[config.mk]
export PLATFORM = sky130hd
export DESIGN_NAME = oam_dma_engine
export DESIGN_NICKNAME = d
export VERILOG_FILES = /design/src/rtl/ppu_pkg.sv /design/src/rtl/oam_dma_engine.sv
export SDC_FILE = /design/constraint.sdc
export NUM_CORES = 1
export LEC_CHECK = 0
export ABC_AREA = 0
export CORE_MARGIN = 8
export CORE_UTILIZATION = 40
export CTS_CLUSTER_SIZE = 8
export DETAILED_ROUTE_END_ITERATION = 6
export REMOVE_ABC_BUFFERS = 1
export SLEW_MARGIN = 25
export SYNTH_ARGS = -nofsm -noshare
export SYNTH_HDL_FRONTEND = slang
export SYNTH_SLANG_ARGS = --single-unit
[constraint.sdc]
create_clock -name clock -period 1.9 [get_ports clock]
set_input_delay 0.57 -clock clock [delete_from_list [all_inputs] [get_ports clock]]
set_output_delay 0.57 -clock clock [all_outputs]
set_load 0.02 [all_outputs]
[src/rtl/ppu_pkg.sv]
// ---------------------------------------------------------------------------
// ppu_pkg
// Shared definitions for the NES PPU-side blocks.
//   dma_state_t  : sprite-DMA engine state encoding
//   OAMDATA_ADDR : CPU address of the PPU OAMDATA register ($2004)
//   OAMDMA_ADDR  : CPU address of the sprite-DMA trigger register ($4014)
// ---------------------------------------------------------------------------
package ppu_pkg;

    typedef enum logic [2:0] {
        DMA_IDLE  = 3'd0,
        DMA_HALT  = 3'd1,
        DMA_ALIGN = 3'd2,
        DMA_READ  = 3'd3,
        DMA_WRITE = 3'd4
    } dma_state_t;

    localparam logic [15:0] OAMDATA_ADDR = 16'h2004;
    localparam logic [15:0] OAMDMA_ADDR  = 16'h4014;

endpackage : ppu_pkg

[src/rtl/oam_dma_engine.sv]
// ---------------------------------------------------------------------------
// oam_dma_engine
// Sprite-DMA initiator. A $4014 write halts the CPU, then the engine copies
// OAM_BYTES bytes from CPU page {dmaPage, 8'h00} into OAM through $2004.
// Reads are placed on get cycles and writes on put cycles; one ALIGN cycle is
// inserted when the HALT cycle itself falls on a get cycle.
//
// Ports:
//   clock        in   system clock
//   reset_n      in   asynchronous active-low reset
//   clock_EN     in   CPU-cycle enable; state only advances when high
//   dmaTrigger   in   CPU wrote $4014 this enabled cycle
//   dmaPage      in   [7:0] source page, sampled with dmaTrigger
//   busData_IN   in   [7:0] CPU-bus read data at the end of a READ cycle
//   cpuHalt      out  CPU RDY-low request (HALT through last WRITE)
//   busAddress   out  [15:0] DMA bus address in READ/WRITE
//   busRead      out  DMA owns the bus for a read
//   oamWrite_EN  out  OAMDATA write strobe
//   oamData_OUT  out  [7:0] byte written to OAM
//   dmaActive    out  engine is not IDLE
// ---------------------------------------------------------------------------
module oam_dma_engine
    import ppu_pkg::*;
#(
    parameter int OAM_BYTES = 256
) (
    input  logic        clock,
    input  logic        reset_n,
    input  logic        clock_EN,
    input  logic        dmaTrigger,
    input  logic [7:0]  dmaPage,
    input  logic [7:0]  busData_IN,
    output logic        cpuHalt,
    output logic [15:0] busAddress,
    output logic        busRead,
    output logic        oamWrite_EN,
    output logic [7:0]  oamData_OUT,
    output logic        dmaActive
);

    localparam logic [7:0] LAST_BYTE = 8'(OAM_BYTES - 1);

    dma_state_t  state_q,       state_d;
    logic [7:0]  page_q,        page_d;
    logic [7:0]  count_q,       count_d;
    logic [7:0]  data_q,        data_d;
    logic        get_cycle_q,   get_cycle_d;

    logic        cpu_halt_q,    cpu_halt_d;
    logic [15:0] bus_address_q, bus_address_d;
    logic        bus_read_q,    bus_read_d;
    logic        oam_write_q,   oam_write_d;
    logic [7:0]  oam_data_q,    oam_data_d;
    logic        dma_active_q,  dma_active_d;

    // Next-state, page/count/data latches and get/put phase tracking.
    always_comb begin
        state_d     = state_q;
        page_d      = page_q;
        count_d     = count_q;
        data_d      = data_q;
        get_cycle_d = get_cycle_q;
        if (clock_EN) begin
            get_cycle_d = ~get_cycle_q;
            case (state_q)
                DMA_IDLE: begin
                    if (dmaTrigger) begin
                        state_d = DMA_HALT;
                        page_d  = dmaPage;
                        count_d = 8'h00;
                    end else begin
                        state_d = DMA_IDLE;
                    end
                end
                DMA_HALT: begin
                    // A HALT on a get cycle leaves the next cycle as a put,
                    // so burn one ALIGN cycle to land the first read on a get.
                    if (get_cycle_q) begin
                        state_d = DMA_ALIGN;
                    end else begin
                        state_d = DMA_READ;
                    end
                end
                DMA_ALIGN: begin
                    state_d = DMA_READ;
                end
                DMA_READ: begin
                    data_d  = busData_IN;
                    state_d = DMA_WRITE;
                end
                DMA_WRITE: begin
                    count_d = count_q + 8'd1;
                    if (count_q == LAST_BYTE) begin
                        state_d = DMA_IDLE;
                    end else begin
                        state_d = DMA_READ;
                    end
                end
                default: begin
                    state_d = DMA_IDLE;
                end
            endcase
        end else begin
            state_d = state_q;
        end
    end

    // Moore output decode of the next state, so the registered outputs line
    // up exactly with the state register and freeze while clock_EN is low.
    always_comb begin
        cpu_halt_d    = 1'b0;
        bus_address_d = 16'h0000;
        bus_read_d    = 1'b0;
        oam_write_d   = 1'b0;
        oam_data_d    = 8'h00;
        dma_active_d  = 1'b0;
        case (state_d)
            DMA_IDLE: begin
                cpu_halt_d   = 1'b0;
                dma_active_d = 1'b0;
            end
            DMA_HALT, DMA_ALIGN: begin
                cpu_halt_d   = 1'b1;
                dma_active_d = 1'b1;
            end
            DMA_READ: begin
                cpu_halt_d    = 1'b1;
                dma_active_d  = 1'b1;
                bus_read_d    = 1'b1;
                bus_address_d = {page_d, count_d};
            end
            DMA_WRITE: begin
                cpu_halt_d    = 1'b1;
                dma_active_d  = 1'b1;
                oam_write_d   = 1'b1;
                bus_address_d = OAMDATA_ADDR;
                oam_data_d    = data_d;
            end
            default: begin
                cpu_halt_d   = 1'b0;
                dma_active_d = 1'b0;
            end
        endcase
    end

    // State, datapath and registered outputs.
    always_ff @(posedge clock or negedge reset_n) begin
        if (!reset_n) begin
            state_q       <= DMA_IDLE;
            page_q        <= 8'h00;
            count_q       <= 8'h00;
            data_q        <= 8'h00;
            get_cycle_q   <= 1'b1;
            cpu_halt_q    <= 1'b0;
            bus_address_q <= 16'h0000;
            bus_read_q    <= 1'b0;
            oam_write_q   <= 1'b0;
            oam_data_q    <= 8'h00;
            dma_active_q  <= 1'b0;
        end else begin
            state_q       <= state_d;
            page_q        <= page_d;
            count_q       <= count_d;
            data_q        <= data_d;
            get_cycle_q   <= get_cycle_d;
            cpu_halt_q    <= cpu_halt_d;
            bus_address_q <= bus_address_d;
            bus_read_q    <= bus_read_d;
            oam_write_q   <= oam_write_d;
            oam_data_q    <= oam_data_d;
            dma_active_q  <= dma_active_d;
        end
    end

    assign cpuHalt     = cpu_halt_q;
    assign busAddress  = bus_address_q;
    assign busRead     = bus_read_q;
    assign oamWrite_EN = oam_write_q;
    assign oamData_OUT = oam_data_q;
    assign dmaActive   = dma_active_q;

endmodule : oam_dma_engine

==> reports/qor.csv <==
stage,metric,value,unit
status,status,finished clean,
floorplanning,die-area,8730,sq um
logic_synthesis,yosys.area.top_type,dfrtp_1,
setup_path,worst_setup_path_start_kind,flip-flop,
sta,rsz0062_at_grt,false,
routing,drc,0,
sta,hold_viol,0,
sta,worst_slew_pin_slew,472,ps
clocking,postCtsSetupBuffers,0,
place,port_buffers,47,
clocking,cts_tree,yes,
setup_path,path_class,reg -> out,
job,maxCapViolations,0,
grt,grt_pass1_wl,8.01,mm
cells_and_area,syn_to_final_growth,32.2,%
sta,fin_ws,63.0,ps
setup_path,path_delay_family,buffers and inverters,
floorplanning,start_util,41.0,%
place,place_inst,314,
grt,grt_pass1_vias,1667,
pwr,p_per_area,1430,nW/um^2
setup_path,cp.required,1330,ps
setup_path,critPathBufInv,1,
logic_synthesis,ys_seq_area_share,57.5,%
logic_synthesis,yosysMostFrequentCell,dfrtp_1,
place,post_dp_cell_area,3050,sq um
grt,grt-ovfl-total,0,
logic_synthesis,avgSynthCellArea,13.1,sq um
logic_synthesis,synth_edf_count,0,
logic_synthesis,yosysUniqueCellTypes,54,
floorplanning,core_area,5850,sq um
routing,vias,1575,
clocking,cts_resized,2,
setup_path,cpMaxStageDelayCell,clkdlybuf4s50_1,
clocking,htreeDepth,2,
pwr,p_sw_share,34.1,%
sta,finClkSkew,6.52,ps
pwr,p_leak,1.39,nW
cells_and_area,fin_cells,322,
sta,finalSetupViolations,0,
pwr,switchingPower,1.55,mW
sta,relSlewSlack,68.6,%
floorplanning,fp.dieW,93.4,um
logic_synthesis,synth_ff_type,dfrtp_1,
logic_synthesis,ys_ff_latch,55,
routing,wl_per_cell,14.6,um
setup_path,worstPathMaxFanout,1,
logic_synthesis,async_flop_share,100,%
setup_path,cpPeakStageDelay,620,ps
cells_and_area,nets,267,
routing,first_pass_iters,4,
grt,grt_usage,11.5,%
clocking,clk_latency,300,ps
routing,via_per_inst,4.89,
sta,tns,0,ps
worst_hold_path,hold_path.class,in -> async,
place,place_congestion,0.849,
pwr,peakVddDrop,0.000649,V
sta,slew_viol_final,0,
clocking,clockBufferDepth,2,
clocking,numCtsBuffers,5,
pwr,combinationalPowerShare,43.7,%
floorplanning,ios,48,
floorplanning,die_h,93.4,um
routing,drt_iter0_drc,60,
cells_and_area,stdcell_area,3170,sq um
routing,routed_wl,4.69,mm
clocking,root_buffer,clkbuf_8,
cells_and_area,post-route-util,54.1,%
floorplanning,num_rows,28,
logic_synthesis,synthesis.area,2400,sq um
setup_path,crit_arrival,1270,ps
cells_and_area,drive_gt1_share,26.3,%
grt,grt_max_degree,27,
clocking,clock-sinks,55,
logic_synthesis,synth_cells,183,
logic_synthesis,ys_warn_count,0,
logic_synthesis,synth_area_leaders,"dfrtp_1 56%, mux2_2 7.5%, nor3b_2 3.1%",
place,place.detailed.hpwl,3.60,mm
sta,fin_crit_sh,96.7,%
logic_synthesis,synth_top_area_share,56.4,%
pwr,p_clk_share,17.8,%
sta,fin_crit,1840,ps
setup_path,crit_chain,clkdlybuf4s50_1,
clocking,hold_buffers,0,
place,place_ws,-457,ps
pwr,power_frac_seq,38.5,%
clocking,path_clk_slew,100,ps
logic_synthesis,yosys-top-cells-count,"54 x dfrtp_1, 16 x mux2_2, 11 x nand2_1",
cells_and_area,n_antenna_cell,0,
setup_path,cp-end-kind,primary output,
grt,antenna_found_initial,0,
sta,fmax,544,MHz
routing,ant_nets,0,
pwr,p_int,2.99,mW
## path summary, 6_finish.rpt
kind / start / end / cells after the start / slack, ps
max in group asynchronous: reset_n / oamData_OUT[3]$_DFF_PN0_ / 2 / 1160
min: reset_n / busAddress[0]$_DFF_PN0_ / 1 / 210
min in group clock: page_q[5]$_DFF_PN0_ / page_q[5]$_DFF_PN0_ / 2 / 490
min reg2reg: page_q[5]$_DFF_PN0_ / page_q[5]$_DFF_PN0_ / 2 / 490
max reg2reg: state_q[1]$_DFF_PN0_ / busAddress[11]$_DFF_PN0_ / 5 / 110
max: oamData_OUT[6]$_DFF_PN0_ / oamData_OUT[6] / 1 / 60
## layer usage
metal / track usage, % / routed length, um / share of wire (%) / vias to the layer above
met1: 13.0 / 1980 / 42 / 768
met5: 0 / 0 / 0 / -
met3: 5.53 / 407 / 8.7 / 6
met4: 3.09 / 43 / 0.92 / 0
met2: 19.0 / 2260 / 48 / 32
li1: - / - / - / 769
## registers in the layout (all words and copies together) (netlist names)
register,flops
state_q,3
page_q,8
busAddress,16
dmaActive,1
get_cycle_q,1
busRead,1
oamData_OUT,8
data_q,8
count_q,8
oamWrite_EN,1
## cells in the final DEF (no fill, tap or decap), drive strengths merged, types with 2 or more instances in the layout
cell	count
dfrtp	54
clkdlybuf4s50	45
buf	21
mux2	16
nand2	11
nor3b	11
nor2b	10
nor2	6
clkbuf	6
inv	6
a21oi	5
xor2	4
o21ai	4
a211oi	4
nor4	3
or2b	2
o21a	2
nand4	2
nand3b	2
a21o	2
or2	2
nor3	2
nand3	2
and4bb	2
## worst register-to-register path, stage by stage (launching register included)
cell and delay, ps:
dfrtp_1 490, or2_4 320, nor3_4 210, buf_12 160, mux2_2 340, nor3b_2 150
## power groups by stage
stage	sequential [mW]	clock (mW)	combinational, mW
final	1.75	0.808	1.98
after global routing	1.79	0.885	2.17
after CTS	1.75	0.839	2.02
after detailed placement	1.77	0	2.02
after global placement	1.77	0	2.01
after floorplan	1.99	0	0.918
## cell type report
class | count | area [sq um]
fillers | 500 | 2680
inverters | 5 | 18.8
well taps | 75 | 93.8
clock inverters | 2 | 38.8
flip-flops and latches | 55 | 1380
clock buffers | 6 | 82.6
multi-input cells | 112 | 905
repair buffers | 67 | 652
## logic make-up (layout without fill, tap and decap cells)
family / Yosys count / count (layout) / synth area share (%)
AND/OR/NAND/NOR: 61 / 61 / 18.7
buffers and inverters: 16 / 80 / 4.80
XOR/XNOR: 5 / 5 / 1.83
adder cells (fa/ha/maj): 1 / 1 / 0.522
flip-flops: 55 / 55 / 57.5
AO/OA/AOI/OAI: 28 / 28 / 8.72
multiplexers: 17 / 17 / 7.93
## through the flow
stage               power (mW)  hold slack, ps
global placement          3.78             462
global route              4.84             225
detailed placement        3.79             469
floorplan                 2.90             274
finish                    4.54             207
CTS                       4.61             219
Note: power is estimated with default switching activity, not from simulation.
